==> src/rtl/stream_demux_if.sv <==
// Stream bundle for the 1-to-NUM_CH demultiplexer: one input stream plus
// NUM_CH flattened output streams.
interface stream_demux_if #(
  parameter int DATA_W = 8,
  parameter int NUM_CH = 8,
  parameter int SEL_W  = 3
);
  logic                     in_valid;
  logic                     in_ready;
  logic [DATA_W-1:0]        in_data;
  logic [SEL_W-1:0]         in_sel;
  logic                     in_last;
  logic [NUM_CH-1:0]        out_valid;
  logic [NUM_CH-1:0]        out_ready;
  logic [NUM_CH*DATA_W-1:0] out_data;

  // Producer/consumer side (drives the input stream, sinks the outputs)
  modport master (
    output in_valid, in_data, in_sel, in_last, out_ready,
    input  in_ready, out_valid, out_data
  );

  // Demultiplexer side
  modport slave (
    input  in_valid, in_data, in_sel, in_last, out_ready,
    output in_ready, out_valid, out_data
  );
endinterface

==> src/rtl/stream_demux.sv <==
// Registered 1-to-NUM_CH stream demultiplexer with per-channel one-entry
// output registers, optional per-packet route locking and drop accounting
// for out-of-range selects.
module stream_demux #(
  parameter int DATA_W   = 8,
  parameter int NUM_CH   = 8,
  parameter int SEL_W    = 3,
  parameter int PKT_MODE = 1
) (
  input  logic             clk,
  input  logic             rst,
  input  logic             en,
  stream_demux_if.slave    s,
  output logic             sel_err,
  output logic [7:0]       drop_cnt
);

  typedef enum logic {
    IDLE   = 1'b0,
    LOCKED = 1'b1
  } state_t;

  localparam logic [SEL_W:0] NUM_CH_L = (SEL_W+1)'(NUM_CH);

  state_t           state, state_nxt;
  logic [SEL_W-1:0] lock_sel, lock_sel_nxt;
  logic [SEL_W-1:0] eff_sel;
  logic             in_range;
  logic             slot_free;
  logic             accept;

  // Route selection, input handshake and packet FSM next-state
  always_comb begin
    eff_sel      = (state == LOCKED) ? lock_sel : s.in_sel;
    in_range     = ({1'b0, eff_sel} < NUM_CH_L);
    slot_free    = 1'b0;
    for (int unsigned c = 0; c < NUM_CH; c++) begin
      if (eff_sel == SEL_W'(c)) slot_free = !s.out_valid[c] || s.out_ready[c];
    end
    // Out-of-range beats are always swallowed so a bad select cannot stall the producer
    s.in_ready   = en && (!in_range || slot_free);
    accept       = s.in_valid && s.in_ready;
    state_nxt    = state;
    lock_sel_nxt = lock_sel;
    if (PKT_MODE != 0 && accept) begin
      if (state == IDLE) begin
        lock_sel_nxt = s.in_sel;
        state_nxt    = s.in_last ? IDLE : LOCKED;
      end else if (s.in_last) begin
        state_nxt = IDLE;
      end
    end
  end

  // Packet FSM state and locked route
  always_ff @(posedge clk) begin
    if (rst) begin
      state    <= IDLE;
      lock_sel <= '0;
    end else begin
      state    <= state_nxt;
      lock_sel <= lock_sel_nxt;
    end
  end

  // Per-channel output registers: load on accepted beat, else clear on drain
  always_ff @(posedge clk) begin
    if (rst) begin
      s.out_valid <= '0;
      s.out_data  <= '0;
    end else begin
      for (int unsigned c = 0; c < NUM_CH; c++) begin
        if (accept && in_range && eff_sel == SEL_W'(c)) begin
          s.out_valid[c]                    <= 1'b1;
          s.out_data[c*DATA_W +: DATA_W]    <= s.in_data;
        end else if (s.out_ready[c]) begin
          s.out_valid[c] <= 1'b0;
        end
      end
    end
  end

  // Sticky error flag and saturating drop counter
  always_ff @(posedge clk) begin
    if (rst) begin
      sel_err  <= 1'b0;
      drop_cnt <= '0;
    end else if (accept && !in_range) begin
      sel_err <= 1'b1;
      if (drop_cnt != 8'hFF) drop_cnt <= drop_cnt + 8'd1;
    end
  end

endmodule

==> src/flat_wrapper.sv <==
// flat-port wrapper written by rule: the top's interface ports become plain ports
module stream_demux_flat 
#(
  parameter int DATA_W   = 8,
  parameter int NUM_CH   = 8,
  parameter int SEL_W    = 3,
  parameter int PKT_MODE = 1
)
  (clk, rst, en, sel_err, drop_cnt, s_in_valid, s_in_data, s_in_sel, s_in_last, s_out_ready, s_in_ready, s_out_valid, s_out_data);
  stream_demux_if #(.DATA_W(DATA_W), .NUM_CH(NUM_CH), .SEL_W(SEL_W)) s_i ();
  input  logic clk;
  input  logic rst;
  input  logic en;
  output logic sel_err;
  output logic [7:0] drop_cnt;
  input wire logic [$bits(s_i.in_valid)-1:0] s_in_valid;
  input wire logic [$bits(s_i.in_data)-1:0] s_in_data;
  input wire logic [$bits(s_i.in_sel)-1:0] s_in_sel;
  input wire logic [$bits(s_i.in_last)-1:0] s_in_last;
  input wire logic [$bits(s_i.out_ready)-1:0] s_out_ready;
  output wire logic [$bits(s_i.in_ready)-1:0] s_in_ready;
  output wire logic [$bits(s_i.out_valid)-1:0] s_out_valid;
  output wire logic [$bits(s_i.out_data)-1:0] s_out_data;
  assign s_i.in_valid = s_in_valid;
  assign s_i.in_data = s_in_data;
  assign s_i.in_sel = s_in_sel;
  assign s_i.in_last = s_in_last;
  assign s_i.out_ready = s_out_ready;
  assign s_in_ready = s_i.in_ready;
  assign s_out_valid = s_i.out_valid;
  assign s_out_data = s_i.out_data;
  stream_demux #(.DATA_W(DATA_W), .NUM_CH(NUM_CH), .SEL_W(SEL_W), .PKT_MODE(PKT_MODE)) u_core (.clk(clk), .rst(rst), .en(en), .s(s_i), .sel_err(sel_err), .drop_cnt(drop_cnt));
endmodule
==> config.mk <==
export PLATFORM = sky130hd
export DESIGN_NAME = stream_demux_flat
export DESIGN_NICKNAME = d
export VERILOG_FILES = /design/src/rtl/stream_demux_if.sv /design/src/rtl/stream_demux.sv /design/src/flat_wrapper.sv
export SDC_FILE = /design/constraint.sdc
export NUM_CORES = 1
export LEC_CHECK = 0
export ABC_AREA = 1
export ABC_CLOCK_PERIOD_IN_PS = 1780
export BUFFER_PORTS_ARGS = -buffer_cell sky130_fd_sc_hd__buf_2
export CORE_MARGIN = 8
export CORE_UTILIZATION = 47
export DETAILED_ROUTE_END_ITERATION = 10
export GPL_ROUTABILITY_DRIVEN = 0
export PLACE_DENSITY = 0.87
export SLEW_MARGIN = 20
export SYNTH_ARGS = -nofsm -noshare
export SYNTH_HDL_FRONTEND = slang
export SYNTH_SLANG_ARGS = --single-unit
==> constraint.sdc <==
create_clock -name clk -period 1.78 [get_ports clk]
set_input_delay 0.267 -clock clk [delete_from_list [all_inputs] [get_ports clk]]
set_output_delay 0.267 -clock clk [all_outputs]
set_load 0.1 [all_outputs]
==> parameters.txt <==
Parameter                              Value

Clock tree
  Clock-pin slew on the worst setup and hold paths    approximately 0.080 ns
  Clock latency on the worst-skew pair    0.35 ns
  CTS H-tree depth    3
  Clock Tree Root    sky130_fd_sc_hd__clkbuf_8
  Clock buffer depth    2
  Number of sinks driven by the clock tree    76
  Total clock buffers created by CTS    9
  Clock tree from TritonCTS    done

Critical path
  Dominant cell type by count on the critical path    sky130_fd_sc_hd__nand2_4
  Sequence of cells on the critical path    inv_4, nand2_4, nand2_4, nor2_4, nand2_2, nor2_2, o21bai_4, nand3_4, nand2_4, clkinvlp_4, buf_12
  Reg2Reg Launch Point    u_core.state$_SDFFE_PP0P_
  Largest driver fanout on the critical path    8
  Slack of the worst reg-to-reg path    -0.39 ns
  Buffering stage count on the worst path with inverters included    3
  Cells on worst reg2reg path    14
  Worst setup path category    flip-flop to primary output
  Nature of the critical path endpoint    primary output
  Master of the slowest instance on the critical path    sky130_fd_sc_hd__dfxtp_4
  Endpoint of the worst register-to-register path    u_core.s.out_data[32]$_SDFFE_PP0P_
  Launching element of the worst setup path    u_core.state$_SDFFE_PP0P_
  Cell type group with the largest total delay on the critical path    simple AND/OR/NAND/NOR gates
  Category of the worst setup path launch point    flip-flop
  Data arrival, critical path    1.95 ns
  Largest stage delay on the critical path    0.42 ns
  WP depth    11
  Required time worst endpoint    about 1.5 ns

Timing
  Unrepaired setup endpoints after global routing    yes
  Max_slew headroom    49.9%
  Highest Clock Rate    0.452 GHz
  Final Hold Viols    0
  Final Hold Slack    0.168 ns
  Post-route fraction of the period consumed by the critical path    124%
  Final critical-path required period    2.21 ns
  Pin slew with the least headroom to its limit    0.752 ns
  Worst setup margin    -0.432 ns
  Setup clock skew after layout    0.00766 ns
  Max-slew violation count    0
  # setup viols final    77

Drt
  Via count of the routed design    3871
  Number of vias per cell after detailed routing    5.08
  Antenna Violating Nets Remaining    0
  DRC Markers    0
  Final WL    ~13000 um
  DRT iter0 DRCs    ~340
  Number of search-and-repair iterations in the first detailed-routing pass    5
  Wire length per cell after detailed routing    ~17 um

Global route
  Maximum number of pins on one net before global-route repair    33
  Via count of the first global-routing pass    ~3800
  Total Routing Usage GR    22.1%
  First-pass GRT wire length    19400 um
  Total grt overflow    0
  Number of antenna violations at the first check in global routing    0

Hold path
  Worst Hold Endpoint    u_core.state$_SDFFE_PP0P_
  Origin of the worst min-delay path    s_in_last
  Hold path cells    4
  Hold/Removal Path Class    primary input to flip-flop

Yosys
  Average size of a mapped cell    6.81 um^2
  Mapped Cells    529
  Sequential element share of the synthesized area    42.2%
  Cell type with the largest total area after synthesis    sky130_fd_sc_hd__dfxtp_1
  Count of cell types in the netlist    24
  Cell types with the largest area share after synthesis    sky130_fd_sc_hd__dfxtp_1 42%, sky130_fd_sc_hd__nand2_1 16%, sky130_fd_sc_hd__nor2_1 14%
  Syn Std Cell Area    3600 um^2
  Yosys top cell area share    42.2%
  Count of yosys warnings during synthesis    0
  Number of synthesized register bits    76

Place
  Port-buffer cells    96
  DP Wirelength    7130 um

Finish
  Finished Core Util    67.9%
  Number of nets at the end of the flow    679
  Area taken by multi-input logic gates    between 2000 and 2500 um^2
  Layout cell share with drive strength beyond 1    about two fifths
  Total area of sequential cells    1550 um^2
  Number of filler instances in the final layout    600
  Area overhead of the layout relative to synthesis    42.7%
  Number of inserted diodes    0

Flow run
  Maximum capacitance violations    0

Floorplan
  Vertical die dimension    between 100 and 150 um
  Overall die area    10700 um^2
  Initial core utilization    47.6%
  I/O pin total    ~110
  Width of the chip    between 100 and 150 um
  Row Count    32
  Area of the core    7570 um^2

Pwr
  Power density normalized to cell area    around 870 nW/um^2
  Worst-case vdd ir drop    around 510 uV
  Cell leakage power    2.69 nW

Status
  Status    finished with violations
  Violated checks    setup timing
-- cell usage after synthesis (all sizes together) --
| library cell | count |
|---|---|
| conb | 1 |
| nand2 | 161 |
| inv | 84 |
| a21oi | 13 |
| o21bai | 1 |
| dfxtp | 76 |
| nand4 | 10 |
| buf | 35 |
| nor3 | 1 |
| nor2 | 135 |
| clkbuf | 1 |
| nand3 | 9 |
| o21ai | 1 |
| o21a | 1 |
-- cells by family (layout without fill, tap and decap cells) --
group / Yosys count / after routing / synth area share, %
and+or+nand+nor: 316 / 332 / 38.6
buffers and inverters: 120 / 227 / 16.4
DFF: 76 / 76 / 42.2
AOI/OAI and AO/OA: 16 / 16 / 2.67
other: 1 / 9 / 0.104
-- worst max-delay path by stage --
stage | to | slack, ns
2_1_floorplan | u_core.lock_sel[0]$_SDFFE_PP0P_ | -0.41
3_3_place_gp | u_core.s.out_data[58]$_SDFFE_PP0P_ | -0.08
3_5_place_dp | u_core.s.out_data[56]$_SDFFE_PP0P_ | -0.16
4_1_cts | s_in_ready | -0.36
5_1_grt | s_in_ready | -0.54
6_report | s_in_ready | -0.43
-- where the power goes --
group / internal [mW] / switching [mW]
Sequential: 1.74 / 0.0293
Combinational: 0.354 / 0.879
Clock: 0.800 / 0.668
Total: 2.89 / 1.58
-- cell usage in the layout (no fill, tap or decap), drive strengths merged --
| cell | n |
|---|---|
| clkinv | 1 |
| o21bai | 1 |
| buf | 125 |
| bufbuf | 1 |
| nand2 | 161 |
| clkbuf | 14 |
| inv | 83 |
| nand4 | 26 |
| nor3 | 1 |
| conb | 9 |
| a21oi | 13 |
| o21a | 1 |
| dfxtp | 76 |
| bufinv | 1 |
| nor2 | 135 |
| o21ai | 1 |
| nand3 | 9 |
| clkinvlp | 2 |
-- per-layer routing --
metal / up-vias / global-route usage [%] / share of wire, %
met4: 0 / 11.0 / 2.7
met3: 26 / 5.39 / 6.7
met5: - / 0 / 0
met2: 174 / 37.6 / 51
li1: 1829 / - / -
met1: 1842 / 25.3 / 39
-- per-stage QoR --
stage	setup TNS (ns)	area, um^2	worst slack [ns]	power [mW]	instances
global route	-27.59	5140	-0.539	4.60	762
detailed placement	-9.59	4190	-0.161	2.68	715
CTS	-11.66	4850	-0.359	4.31	751
global placement	-2.88	4190	-0.0803	2.66	715
floorplan	-1.73	3710	-0.410	2.52	537
finish	-19.43	5140	-0.432	4.47	762
-- what timing repair did --
| item | in CTS | in global routing |
|---|---|---|
| cloned | 16 | 2 |
| endpoints found under the setup margin | 77 | 77 |
| pin swaps | 11 | 9 |
| hold buffers | 0 | 0 |
| setup buffers | 4 | 9 |
| resized for setup | 37 | 52 |
-- tightest hold or removal path, stage by stage --
cell,delay (ns)
sky130_fd_sc_hd__buf_2,0.07
sky130_fd_sc_hd__inv_1,0.03
sky130_fd_sc_hd__nand3_2,0.05
sky130_fd_sc_hd__a21oi_1,0.05
-- flip-flops by register name, indices dropped and copies added (netlist names) --
signal and cells:
u_core.lock_sel 3, u_core.state 1, u_core.s.out_data 64, u_core.s.out_valid 8
-- final cells by class --
cell class / count / area share, %
clock buffer: 13 / 3.48
clock inverter: 3 / 0.827
inverter: 84 / 6.30
multi-input combinational: 357 / 40.4
sequential: 76 / 30.1
tap: 102 / 2.48
timing repair buffer: 127 / 16.4
Note: power is estimated with default switching activity, not from simulation.
